File: src/rtl/cpc_bus_cycle_decoder.sv
// Z80 bus-cycle classifier with glitch-filtered RAM/ROM config-write strobes for the banking stage.
// Latency: 1 clk input register; cfg strobes pulse 1 clk after the FSM enters IOHOLD.
// Backpressure: none; the Z80 bus cannot be stalled, so every qualified IO write pulses at most once.
module cpc_bus_cycle_decoder #(
    parameter int FILTER_CYCLES = 2,
    parameter int CNT_W         = 4
) (
    input  logic             clk,
    input  logic             reset,
    input  logic             mreq_b,
    input  logic             iorq_b,
    input  logic             rd_b,
    input  logic             wr_b,
    input  logic             m1_b,
    input  logic             rfsh_b,
    input  logic             adr15,
    input  logic             adr8,
    input  logic [7:0]       data,
    output logic             mem_rd_cyc,
    output logic             mem_wr_cyc,
    output logic             ram_cfg_we,
    output logic             rom_cfg_we,
    output logic [7:0]       cfg_data,
    output logic             cfg_lo,
    output logic [CNT_W-1:0] cyc_len,
    output logic             proto_err
);

    localparam logic [3:0] ST_SYNC   = 4'd0;
    localparam logic [3:0] ST_IDLE   = 4'd1;
    localparam logic [3:0] ST_MPEND  = 4'd2;
    localparam logic [3:0] ST_MRD    = 4'd3;
    localparam logic [3:0] ST_MWR    = 4'd4;
    localparam logic [3:0] ST_RFSH   = 4'd5;
    localparam logic [3:0] ST_IORD   = 4'd6;
    localparam logic [3:0] ST_INTACK = 4'd7;
    localparam logic [3:0] ST_IOQ    = 4'd8;
    localparam logic [3:0] ST_IOHOLD = 4'd9;
    localparam logic [3:0] ST_ERR    = 4'd10;

    localparam logic [3:0] FILT = 4'(FILTER_CYCLES);

    logic       s_mreq_b, s_iorq_b, s_rd_b, s_wr_b, s_m1_b, s_rfsh_b;
    logic       s_adr15, s_adr8;
    logic [7:0] s_data;
    // Low until one sample has been taken after reset, so SYNC never trusts the reset values of s_*.
    logic       smp_ok;

    logic [3:0] state, state_nxt;
    logic [3:0] qual_cnt, cnt_nxt, cnt_inc;
    logic       qualify, set_err, bus_idle, io_wr;
    logic       pend_ram, pend_rom;

    always_comb begin
        state_nxt = state;
        cnt_nxt   = qual_cnt;
        cnt_inc   = qual_cnt + 4'd1;
        qualify   = 1'b0;
        set_err   = 1'b0;
        bus_idle  = s_mreq_b & s_iorq_b;
        io_wr     = !s_iorq_b && !s_wr_b;
        case (state)
            ST_SYNC: begin
                if (smp_ok && bus_idle) state_nxt = ST_IDLE;
            end
            ST_IDLE: begin
                if (!s_mreq_b && !s_iorq_b) begin
                    state_nxt = ST_ERR;
                    set_err   = 1'b1;
                end else if (!s_mreq_b) begin
                    if (!s_rfsh_b)    state_nxt = ST_RFSH;
                    else if (!s_rd_b) state_nxt = ST_MRD;
                    else if (!s_wr_b) state_nxt = ST_MWR;
                    else              state_nxt = ST_MPEND;
                end else if (!s_iorq_b) begin
                    if (!s_m1_b) begin
                        state_nxt = ST_INTACK;
                    end else if (!s_wr_b) begin
                        cnt_nxt = 4'd1;
                        if (FILT <= 4'd1) begin
                            qualify   = 1'b1;
                            state_nxt = ST_IOHOLD;
                        end else begin
                            state_nxt = ST_IOQ;
                        end
                    end else if (!s_rd_b) begin
                        state_nxt = ST_IORD;
                    end
                end
            end
            ST_MPEND: begin
                if (s_mreq_b)     state_nxt = ST_IDLE;
                else if (!s_rd_b) state_nxt = ST_MRD;
                else if (!s_wr_b) state_nxt = ST_MWR;
            end
            ST_IOQ: begin
                if (io_wr) begin
                    cnt_nxt = cnt_inc;
                    if (cnt_inc == FILT) begin
                        qualify   = 1'b1;
                        state_nxt = ST_IOHOLD;
                    end
                end else begin
                    state_nxt = ST_IDLE;
                end
            end
            ST_MRD, ST_MWR, ST_RFSH, ST_IORD, ST_INTACK, ST_IOHOLD, ST_ERR: begin
                if (bus_idle) state_nxt = ST_IDLE;
            end
            default: state_nxt = ST_SYNC;
        endcase
    end

    always_ff @(posedge clk) begin
        if (reset) begin
            s_mreq_b   <= 1'b1;
            s_iorq_b   <= 1'b1;
            s_rd_b     <= 1'b1;
            s_wr_b     <= 1'b1;
            s_m1_b     <= 1'b1;
            s_rfsh_b   <= 1'b1;
            s_adr15    <= 1'b0;
            s_adr8     <= 1'b0;
            s_data     <= 8'h00;
            smp_ok     <= 1'b0;
            state      <= ST_SYNC;
            qual_cnt   <= 4'd0;
            pend_ram   <= 1'b0;
            pend_rom   <= 1'b0;
            ram_cfg_we <= 1'b0;
            rom_cfg_we <= 1'b0;
            cfg_data   <= 8'h00;
            cfg_lo     <= 1'b0;
            mem_rd_cyc <= 1'b0;
            mem_wr_cyc <= 1'b0;
            cyc_len    <= '0;
            proto_err  <= 1'b0;
        end else begin
            s_mreq_b   <= mreq_b;
            s_iorq_b   <= iorq_b;
            s_rd_b     <= rd_b;
            s_wr_b     <= wr_b;
            s_m1_b     <= m1_b;
            s_rfsh_b   <= rfsh_b;
            s_adr15    <= adr15;
            s_adr8     <= adr8;
            s_data     <= data;
            smp_ok     <= 1'b1;
            state      <= state_nxt;
            qual_cnt   <= cnt_nxt;
            // Decode is latched with the capture; the strobe itself fires one clk later from IOHOLD.
            if (qualify) begin
                cfg_data <= s_data;
                cfg_lo   <= !s_adr8;
                pend_ram <= !s_adr15 && (s_data[7:6] == 2'b11);
                pend_rom <= !s_adr15 && (s_data[7:6] == 2'b10);
            end else begin
                pend_ram <= 1'b0;
                pend_rom <= 1'b0;
            end
            ram_cfg_we <= pend_ram;
            rom_cfg_we <= pend_rom;
            mem_rd_cyc <= (state_nxt == ST_MRD);
            mem_wr_cyc <= (state_nxt == ST_MWR);
            if (set_err) proto_err <= 1'b1;
            if (state_nxt == ST_IDLE || state_nxt == ST_SYNC) cyc_len <= '0;
            else if (cyc_len != '1)                           cyc_len <= cyc_len + 1'b1;
        end
    end

endmodule

File: config.mk
export PLATFORM = sky130hd
export DESIGN_NAME = cpc_bus_cycle_decoder
export DESIGN_NICKNAME = d
export VERILOG_FILES = /design/src/rtl/cpc_bus_cycle_decoder.sv
export SDC_FILE = /design/constraint.sdc
export NUM_CORES = 1
export LEC_CHECK = 0
export CAP_MARGIN = 20
export CORE_MARGIN = 3
export CORE_UTILIZATION = 30
export CTS_CLUSTER_DIAMETER = 80
export DETAILED_ROUTE_END_ITERATION = 7
export PLACE_DENSITY = 0.63
export SYNTH_ARGS = -nofsm -noshare
export SYNTH_HDL_FRONTEND = slang
export SYNTH_SLANG_ARGS = --single-unit
export TNS_END_PERCENT = 10
File: constraint.sdc
create_clock -name clk -period 2.9 [get_ports clk]
set_input_delay 0.58 -clock clk [delete_from_list [all_inputs] [get_ports clk]]
set_output_delay 0.58 -clock clk [all_outputs]
set_load 0.03 [all_outputs]
==> results.toml, run 1 <==
[critical_path]
r2r_slack_ns = 0.47
r2r_end = "mem_rd_cyc"
critPathRequiredTime_ns = 3.10
worst-path-max-fanout = 14
cp-end-kind = "flop"
worst_r2r_path_depth = 5
worst_setup_path_start_kind = "flop"
crit_type = "flop to flop"
cp.arrival_ns = 2.63
reg2reg_from = "state[0]"

[clocking]
cts_buffers = 5
clockBufferDepth = 2
root_buffer = "clkbuf_8"
cts_tree = "done"
cts_setup_buffers = 0
cts_hold_buf = 0
cts_sinks = 45
path_clk_slew_ns = 0.09
htreeDepth = 2
clk_latency_ns = 0.30
cts.repair.resized = 0

[sta]
grt_setup_unrepaired = "no"
worst_pin_slew_ns = 0.702
fin_skew_ns = 0.0104
finalSetupViolCount = 0
setup-tns-final_ns = 0
hold_viol_final = 0
slew_headroom_pct = 53.1
drv_slew = 0
max_freq_mhz = 411
hold_slack_ns = 0.425
period_needed_ns = 2.43
fin_crit_sh_pct = 83.9

[logic_synthesis]
synthTopCellsByCount = "dfxtp_1 (45), nor2_1 (29), nor2b_1 (17)"
synth.distinct_cells = 47
synthArstFlopShare_pct = 0
synth_most_common_cell = "dfxtp_1"
syn-cell-area_um2 = 1920
synth_ff_type = "dfxtp_1"
synth-edff-count = 0
yosys.area.top_type = "dfxtp_1"
synth_fp_nets = 230
ys_seq_area_share_pct = 46.9
syn_area_per_cell_um2 = 9.18
synth_seq_cells = 45
synth.top_cell.area_share_pct = 46.9
syn_inst = 209
ys_warn_count = 0
synthTopCellsByArea = "dfxtp_1 (47%), nor2_1 (5.7%), nor2b_1 (5.5%)"

[placement]
gp_congestion = 0.876
port_buffers = 35
dp_hpwl_um = 2570

[floorplan]
die_h_um = 86.0
dieArea_um2 = 7390
die_w_um = 86.0
ioPinCount = 36
core-area_um2 = 6060
initial_core_util_pct = 31.7
row_count = 28

[drt]
drc = 0
drt-total-wl_um = 3620
antenna_left = 0
vias = 1531
drtIter0Drc = 84
vias_per_cell = 4.81
wl_per_cell_um = 11.4
first_pass_iters = 4

[hold_path]
hold_class = "flop to flop"
worstHoldStart = "s_adr8"
whs_path_depth = 1
holdPathEnd = "cfg_lo"

[global_route]
grt_max_degree = 23
antenna_found_initial = 0
grt_pass1_wl_um = 6240
grt_pass1_vias = 1384
grt-ovfl-total = 0
grt_usage_pct = 10.5

[finish]
layout-drive-gt1-share_pct = 10.7
syn2layout_area_growth_pct = 28.2
nFillCells = 595
finalCoreUtilization_pct = 40.6
num_antenna_cells = 0
nNetsFinal = 263

[power]
p_leak_nw = 0.916
power_density_nw_per_um2 = 494
peakVddDrop_uv = 311

[outcome]
status = "completed"

[run]
drv_cap = 0
cells in the final DEF, fill, tap and decap left out, types with 2 or more instances in the layout:
cell             netlist  final
nor4b_1                2      2
dfxtp_1               45     45
a31oi_1                2      2
or2_2                  7      7
mux2i_1                9      9
nand2b_1               2      2
nand3b_1               2      2
o21ai_0               10     10
buf_4                  0      3
a21o_1                 2      2
clkdlybuf4s50_1        0     35
nor3_1                 7      7
nand2_1                3      3
a21oi_1               11     11
a2111oi_0              3      3
nor2b_1               17     17
nor2_1                29     29
inv_1                  8      8
nand3_1                5      5
ha_1                   3      3
a211oi_1               3      3
and3_1                 2      2
clkbuf_8               0      5
a211oi_2               2      2
state kept, by name (all words and copies together) (netlist names), 4 cells and up:
name	flops
state	4
qual_cnt	4
cyc_len	4
cfg_data	8
s_data	8
worst max-delay path: stages, from the launching register on:
cell,delay (ns)
dfxtp_1,0.58
or4b_4,0.56
a221oi_2,0.18
a22oi_1,0.14
or4b_1,0.56
a2111oi_2,0.32
stage by stage:
step / setup WS, ns / cells / total power [mW] / instance area (um2)
4_1_cts: 0.464 / 318 / 1.23 / 2460
2_1_floorplan: 0.770 / 209 / 0.720 / 1920
5_1_grt: 0.320 / 318 / 1.27 / 2460
6_report: 0.468 / 318 / 1.22 / 2460
3_3_place_gp: 0.499 / 310 / 0.761 / 2350
3_5_place_dp: 0.486 / 310 / 0.761 / 2350
power by group:
part | internal [mW] | leakage, nW | switching [mW] | total, mW
logic | 0.0540 | 0.490 | 0.0386 | 0.0926
clock network | 0.258 | 0.0585 | 0.212 | 0.470
registers | 0.634 | 0.368 | 0.0202 | 0.654
cells by family (layout without fill, tap and decap cells):
family                   after synthesis  in the layout  share of synthesized area (%)
AND/OR/NAND/NOR                       87             87                           25.3
adder cells (fa/ha/maj)                3              3                           1.96
flip-flops                            45             45                           46.9
AO/OA/AOI/OAI                         42             42                           15.6
XOR/XNOR                               2              2                          0.913
buffers and inverters                 21             55                           4.56
multiplexers                           9              9                           4.69
layer usage:
metal  global-route usage (%)  wire length [um]
met5                        0                 0
met4                     5.76                78
met3                     2.31               124
met2                     16.3              1760
met1                     13.5              1650
how the worst max path moves through the flow:
| stage | startpoint | endpoint |
|---|---|---|
| 6_report | state[0] | mem_rd_cyc |
| 5_1_grt | state[0] | mem_rd_cyc |
| 4_1_cts | state[0] | mem_rd_cyc |
| 3_5_place_dp | state[0] | mem_rd_cyc |
| 3_3_place_gp | state[0] | cyc_len[3] |
| 2_1_floorplan | state[0] | cfg_data[2] |
layout make-up:
class                           count  area, um2  share of cell area, %
Multi-Input combinational cell    143        931                   37.8
Sequential cell                    45        901                   36.6
Timing Repair Buffer               39        393                   16.0
Tap cell                           75       93.8                   3.81
Clock buffer                        5       68.8                   2.80
Clock inverter                      3       43.8                   1.78
Inverter                            8       30.0                   1.22
No activity file was read; power rests on OpenSTA's default activity.
==> inputs of run 2 (changes only) <==
Settings changed: PLACE_DENSITY 0.63 to 0.65.
Clock period 2.9 ns to 2 ns, I/O delays scaled along.
==> run 2 against run 1 <==
- the flow now finishes with violations (negative setup slack)
- via count rose by 6.7%
- final cell count rose by 6.0%
- global-route usage grew 0.81 points
- count of clock-buffer cells in the layout did not move
- non-clock buffer count is 19 higher
==> results.toml, run 2 (synthesis gave the netlist of run 1 again) <==
[critical_path]
worstPathCellList = "or4b_4, a221oi_2, a22oi_2, or4b_1, a2111oi_2"
reg2reg_from = "state[1]"
worst-path-max-fanout = 4
worst_setup_path_start_kind = "flop"
r2r_slack_ns = -0.05
crit_type = "flop to flop"
cp.arrival_ns = 2.25
r2r_end = "mem_rd_cyc"
worst_r2r_path_depth = 5
cp-end-kind = "flop"
critPathRequiredTime_ns = 2.19
critical_path.startpoint = "state[1]"
cp_slowest_cell = "or4b_4"
cpPeakStageDelay_ns = 0.57

[sta]
period_needed_ns = 2.05
slew_headroom_pct = 70.5
hold_slack_ns = 0.425
drv_slew = 0
fin_crit_sh_pct = 103
finalSetupViolCount = 4
worst_pin_slew_ns = 0.439
max_freq_mhz = 487
setup-tns-final_ns = -0.0942
fin_skew_ns = 0.00534
hold_viol_final = 0
fin_ws_ns = -0.0525
grt_setup_unrepaired = "yes"

[clocking]
clockBufferDepth = 2
htreeDepth = 2
cts_buffers = 5
clk_latency_ns = 0.29
path_clk_slew_ns = 0.09
cts_setup_buffers = 0
root_buffer = "clkbuf_8"
cts_sinks = 45
cts_tree = "done"

[placement]
post-place-ws_ns = -0.168
placed_cell_area_um2 = 2500
port_buffers = 35
dp_hpwl_um = 2930
placed_cells = 329
gp_congestion = 0.882

[hold_path]
whs_path_depth = 1
hold_class = "flop to flop"
holdPathEnd = "cfg_lo"
worstHoldStart = "s_adr8"

[finish]
top_regs = "cfg_data (8), s_data (8)"
stdcell_area_um2 = 2630
final_cell_mix = "dfxtp_1 (41), clkdlybuf4s50_1 (35), nor2_1 (29)"
multiInputGateArea_um2 = 968
nNetsFinal = 282
final_common_cell = "dfxtp_1"
syn2layout_area_growth_pct = 36.9
num_antenna_cells = 0
stdcell_count = 337
seq_area_um2 = 906
layout-drive-gt1-share_pct = 20.6
finalCoreUtilization_pct = 43.4
nFillCells = 579

[drt]
met2_length_um = 2030
wl_met3_um = 138
first_pass_iters = 4
vias = 1633
wl_per_cell_um = 12.0
antenna_left = 0
drt-total-wl_um = 4030
wirelength_met1_um = 1850
vias_per_cell = 4.85
drc = 0
top_layer = "met4"
drtIter0Drc = 113

[floorplan]
initial_core_util_pct = 31.7
row_count = 28
core-area_um2 = 6060
dieArea_um2 = 7390
ioPinCount = 36
die_w_um = 86.0
die_h_um = 86.0

[global_route]
grt-ovfl-total = 0
grt_pass1_vias = 1557
grt_usage_pct = 11.3
grt_pass1_wl_um = 6790
grt_max_degree = 45
antenna_found_initial = 0

[power]
peakVddDrop_uv = 433
p_leak_nw = 1.00
power_density_nw_per_um2 = 639
total_power_mw = 1.68

[outcome]
status = "complete, but fails checks"
violations = "negative setup slack"

[run]
drv_cap = 0
==> run 2: layout make-up <==
type                       instances  share of cell area, %
multi-input combinational        143                   36.9
sequential                        45                   34.5
timing repair buffer              58                   20.5
tap                               75                   3.57
clock buffer                       5                   2.62
inverter                           8                   1.14
clock inverter                     3                  0.810
==> run 2: how the worst max path moves through the flow <==
stage / endpoint / slack (ns) / cells after the start
detailed placement: mem_rd_cyc / -0.17 / 5
global placement: mem_rd_cyc / -0.11 / 5
global route: mem_rd_cyc / -0.17 / 5
CTS: mem_rd_cyc / -0.06 / 5
floorplan: cfg_data[2] / -0.08 / 7
finish: mem_rd_cyc / -0.05 / 5
==> run 2: where the power goes <==
group          internal, mW  switching (mW)  total (mW)
logic                0.0995          0.0809       0.180
clock network         0.248           0.315       0.563
registers             0.919          0.0161       0.935
total                  1.27           0.412        1.68
==> run 2: worst max-delay path, delay by kind of cell (launching register included) <==
kind,cells,cell delay (ns)
AO/OA/AOI/OAI,3,0.50
AND/OR/NAND/NOR,2,1.11
flip-flops,1,0.34
==> run 2: repair_timing <==
action                     in CTS  in global routing
pin swaps                       1                  1
setup endpoints to repair      16                 17
hold buffers                    0                  0
gates resized for setup         6                  9
==> run 2: layer usage <==
layer | vias to the layer above | global-route usage [%]
li1 | 832 | -
met1 | 770 | 13.8
met2 | 29 | 19.4
met3 | 2 | 3.07
met4 | 0 | 3.45
met5 | - | 0
==> inputs of run 3 (changes only) <==
Settings changed: ABC_AREA set to 1, CAP_MARGIN 20 to unset, SLEW_MARGIN set to 15.
==> run 3 against run 2 <==
- the run now ends clean
- critical path depth shrank 4
- sequential power grew 0.6%
- non-clock buffer count fell by 22
- count of clock-buffer cells in the layout unchanged
- first-iteration DRC count fell by 13%
- final cell count grew 8.0%
- synthesized cell count increased by 20%
- combinational power shrank 10%
- power is 12% higher
==> results.toml, run 3 <==
[outcome]
status = "completed"

[sta]
worst_pin_slew_ns = 0.378
drv_slew = 0
period_needed_ns = 1.77
fin_crit_sh_pct = 88.3
setup-tns-final_ns = 0
slew_headroom_pct = 74.7
hold_viol_final = 0
grt_setup_unrepaired = "no"
fin_skew_ns = 0.00594
max_freq_mhz = 566
finalSetupViolCount = 0

[global_route]
antenna_found_initial = 0
grt.busiest_layer = "met2"
grt_use_met3_pct = 3.11
grt_usage_pct = 11.1
grt_pass1_vias = 1533
grt_max_degree = 29
grt_pass1_wl_um = 6490
met1_usage_pct = 13.0
grt-ovfl-total = 0
grt_use_met2_pct = 18.5

[finish]
final_common_cell = "nand2_1"
layout-drive-gt1-share_pct = 9.69
nFillCells = 598
top_regs = "cfg_data (8), s_data (8)"
num_antenna_cells = 0
stdcell_count = 364
syn2layout_area_growth_pct = 30.0
final_cell_mix = "nand2_1 (48), dfxtp_1 (45), nor2_1 (40)"
nNetsFinal = 309

[logic_synthesis]
muxShareOfSynthArea_pct = 0.532
syn_inst = 250
ys_warn_count = 0
synthTopCellsByCount = "nand2_1 (48), dfxtp_1 (45), nor2_1 (40)"
synth_fp_nets = 271
synth-edff-count = 0
syn-cell-area_um2 = 1880
synthXorXnorAreaFrac_pct = 1.40
synthSimpleGateAreaFrac_pct = 30.3
yosys.area.top_type = "dfxtp_1"
ys_seq_area_share_pct = 47.9
synthTopCellsByArea = "dfxtp_1 (48%), nand2_1 (9.6%), nor2_1 (8.0%)"
synth.distinct_cells = 32
synth.top_cell.area_share_pct = 47.9
syn_area_per_cell_um2 = 7.52
synthArstFlopShare_pct = 0
synth_fa_ha_area_share_pct = 2.00
synth_top_family_by_area = "simple AND/OR/NAND/NOR gates"
synth_ff_type = "dfxtp_1"
synth_most_common_cell = "nand2_1"
synth_seq_cells = 45
synth-compound-area-share_pct = 8.72

[clocking]
cts_setup_buffers = 0
htreeDepth = 2
root_buffer = "clkbuf_8"
cts.repair.resized = 0
clockBufferDepth = 2
cts_hold_buf = 0
cts_sinks = 45
path_clk_slew_ns = 0.08
cts_buffers = 5
clk_latency_ns = 0.29
cts_tree = "done"

[floorplan]
core-area_um2 = 5990
ioPinCount = 36
die_w_um = 85.2
initial_core_util_pct = 31.4
dieArea_um2 = 7250
die_h_um = 85.2
row_count = 28

[hold_path]
holdPathEnd = "ram_cfg_we"
worstHoldStart = "pend_ram"
whs_path_depth = 2
hold_class = "flop to flop"

[critical_path]
worst_setup_path_start_kind = "flop"
crit_type = "flop to primary output"
worstPathCellList = "clkdlybuf4s50_1"
r2r_slack_ns = 0.47
critPathBufInv = 1
critPathRequiredTime_ns = 1.60
crit_family = "buffers and inverters"
cp_slowest_cell = "clkdlybuf4s50_1"
cp-end-kind = "primary output"
cpPeakStageDelay_ns = 0.69
worst_r2r_path_depth = 8
reg2reg_from = "qual_cnt[0]"
cp.arrival_ns = 1.37
worst-path-max-fanout = 5
r2r_end = "cfg_lo"

[drt]
vias = 1599
drc = 0
drt-total-wl_um = 3650
wl_per_cell_um = 10.0
vias_per_cell = 4.39
first_pass_iters = 4
drtIter0Drc = 98
antenna_left = 0

[placement]
port_buffers = 35
placed_cells = 356
gp_congestion = 0.880
dp_hpwl_um = 2740

[power]
power_density_nw_per_um2 = 772
p_leak_nw = 1.13
peakVddDrop_uv = 470

[run]
drv_cap = 0
[run 3: changes by cell type after synthesis, moves of 6 or more]
cell,delta
clkbuf_1,-6
inv_1,+29
nand3_1,+9
nor2b_1,-17
nor2_1,+11
nor3_1,-6
mux2i_1,-8
nand2_1,+45
[run 3: worst max-delay path by stage]
stage,end,cells after the start,slack (ns),startpoint
global route,cyc_len[2],1,0.17,cyc_len[2]
finish,cyc_len[2],1,0.23,cyc_len[2]
floorplan,cfg_data[6],8,0.63,qual_cnt[0]
global placement,s_mreq_b,3,0.50,reset
CTS,cyc_len[2],1,0.20,cyc_len[2]
detailed placement,cfg_lo,8,0.47,qual_cnt[0]
[run 3: routing by layer]
metal / wire, um / vias to the layer above
met5: 0 / -
met4: 67 / 0
met3: 174 / 6
met2: 1760 / 34
met1: 1650 / 705
li1: - / 854
[run 3: power by group]
| group | internal [mW] | total [mW] | switching (mW) |
|---|---|---|---|
| logic | 0.0739 | 0.162 | 0.0880 |
| registers | 0.921 | 0.941 | 0.0195 |
| clock network | 0.496 | 0.784 | 0.288 |
[run 3: cell type report]
cell class	instances	area, um2	share of cell area (%)
sequential	45	901	36.8
multi-input combinational	160	808	33.1
timing repair buffer	36	358	14.6
inverter	40	150	6.14
tap	75	93.8	3.84
clock buffer	5	68.8	2.81
clock inverter	3	65.1	2.66
[run 3: kinds of logic after synthesis]
| logic type | count (synthesis) |
|---|---|
| adder cells (fa/ha/maj) | 3 |
| AO/OA/AOI/OAI | 29 |
| buffers and inverters | 45 |
| XOR/XNOR | 3 |
| multiplexers | 1 |
| AND/OR/NAND/NOR | 124 |
| flip-flops | 45 |
[run 3: metrics by stage]
stage / setup WS, ns / hold slack, ns / utilization, % / area (um2) / total power [mW]
floorplan: 0.633 / 0.388 / - / 1880 / 1.06
global placement: 0.500 / 0.396 / 38.6 / 2310 / 1.12
detailed placement: 0.470 / 0.397 / 38.6 / 2310 / 1.12
CTS: 0.201 / 0.409 / 40.8 / 2440 / 1.91
global route: 0.169 / 0.447 / 40.8 / 2440 / 1.98
finish: 0.234 / 0.405 / 40.8 / 2440 / 1.89
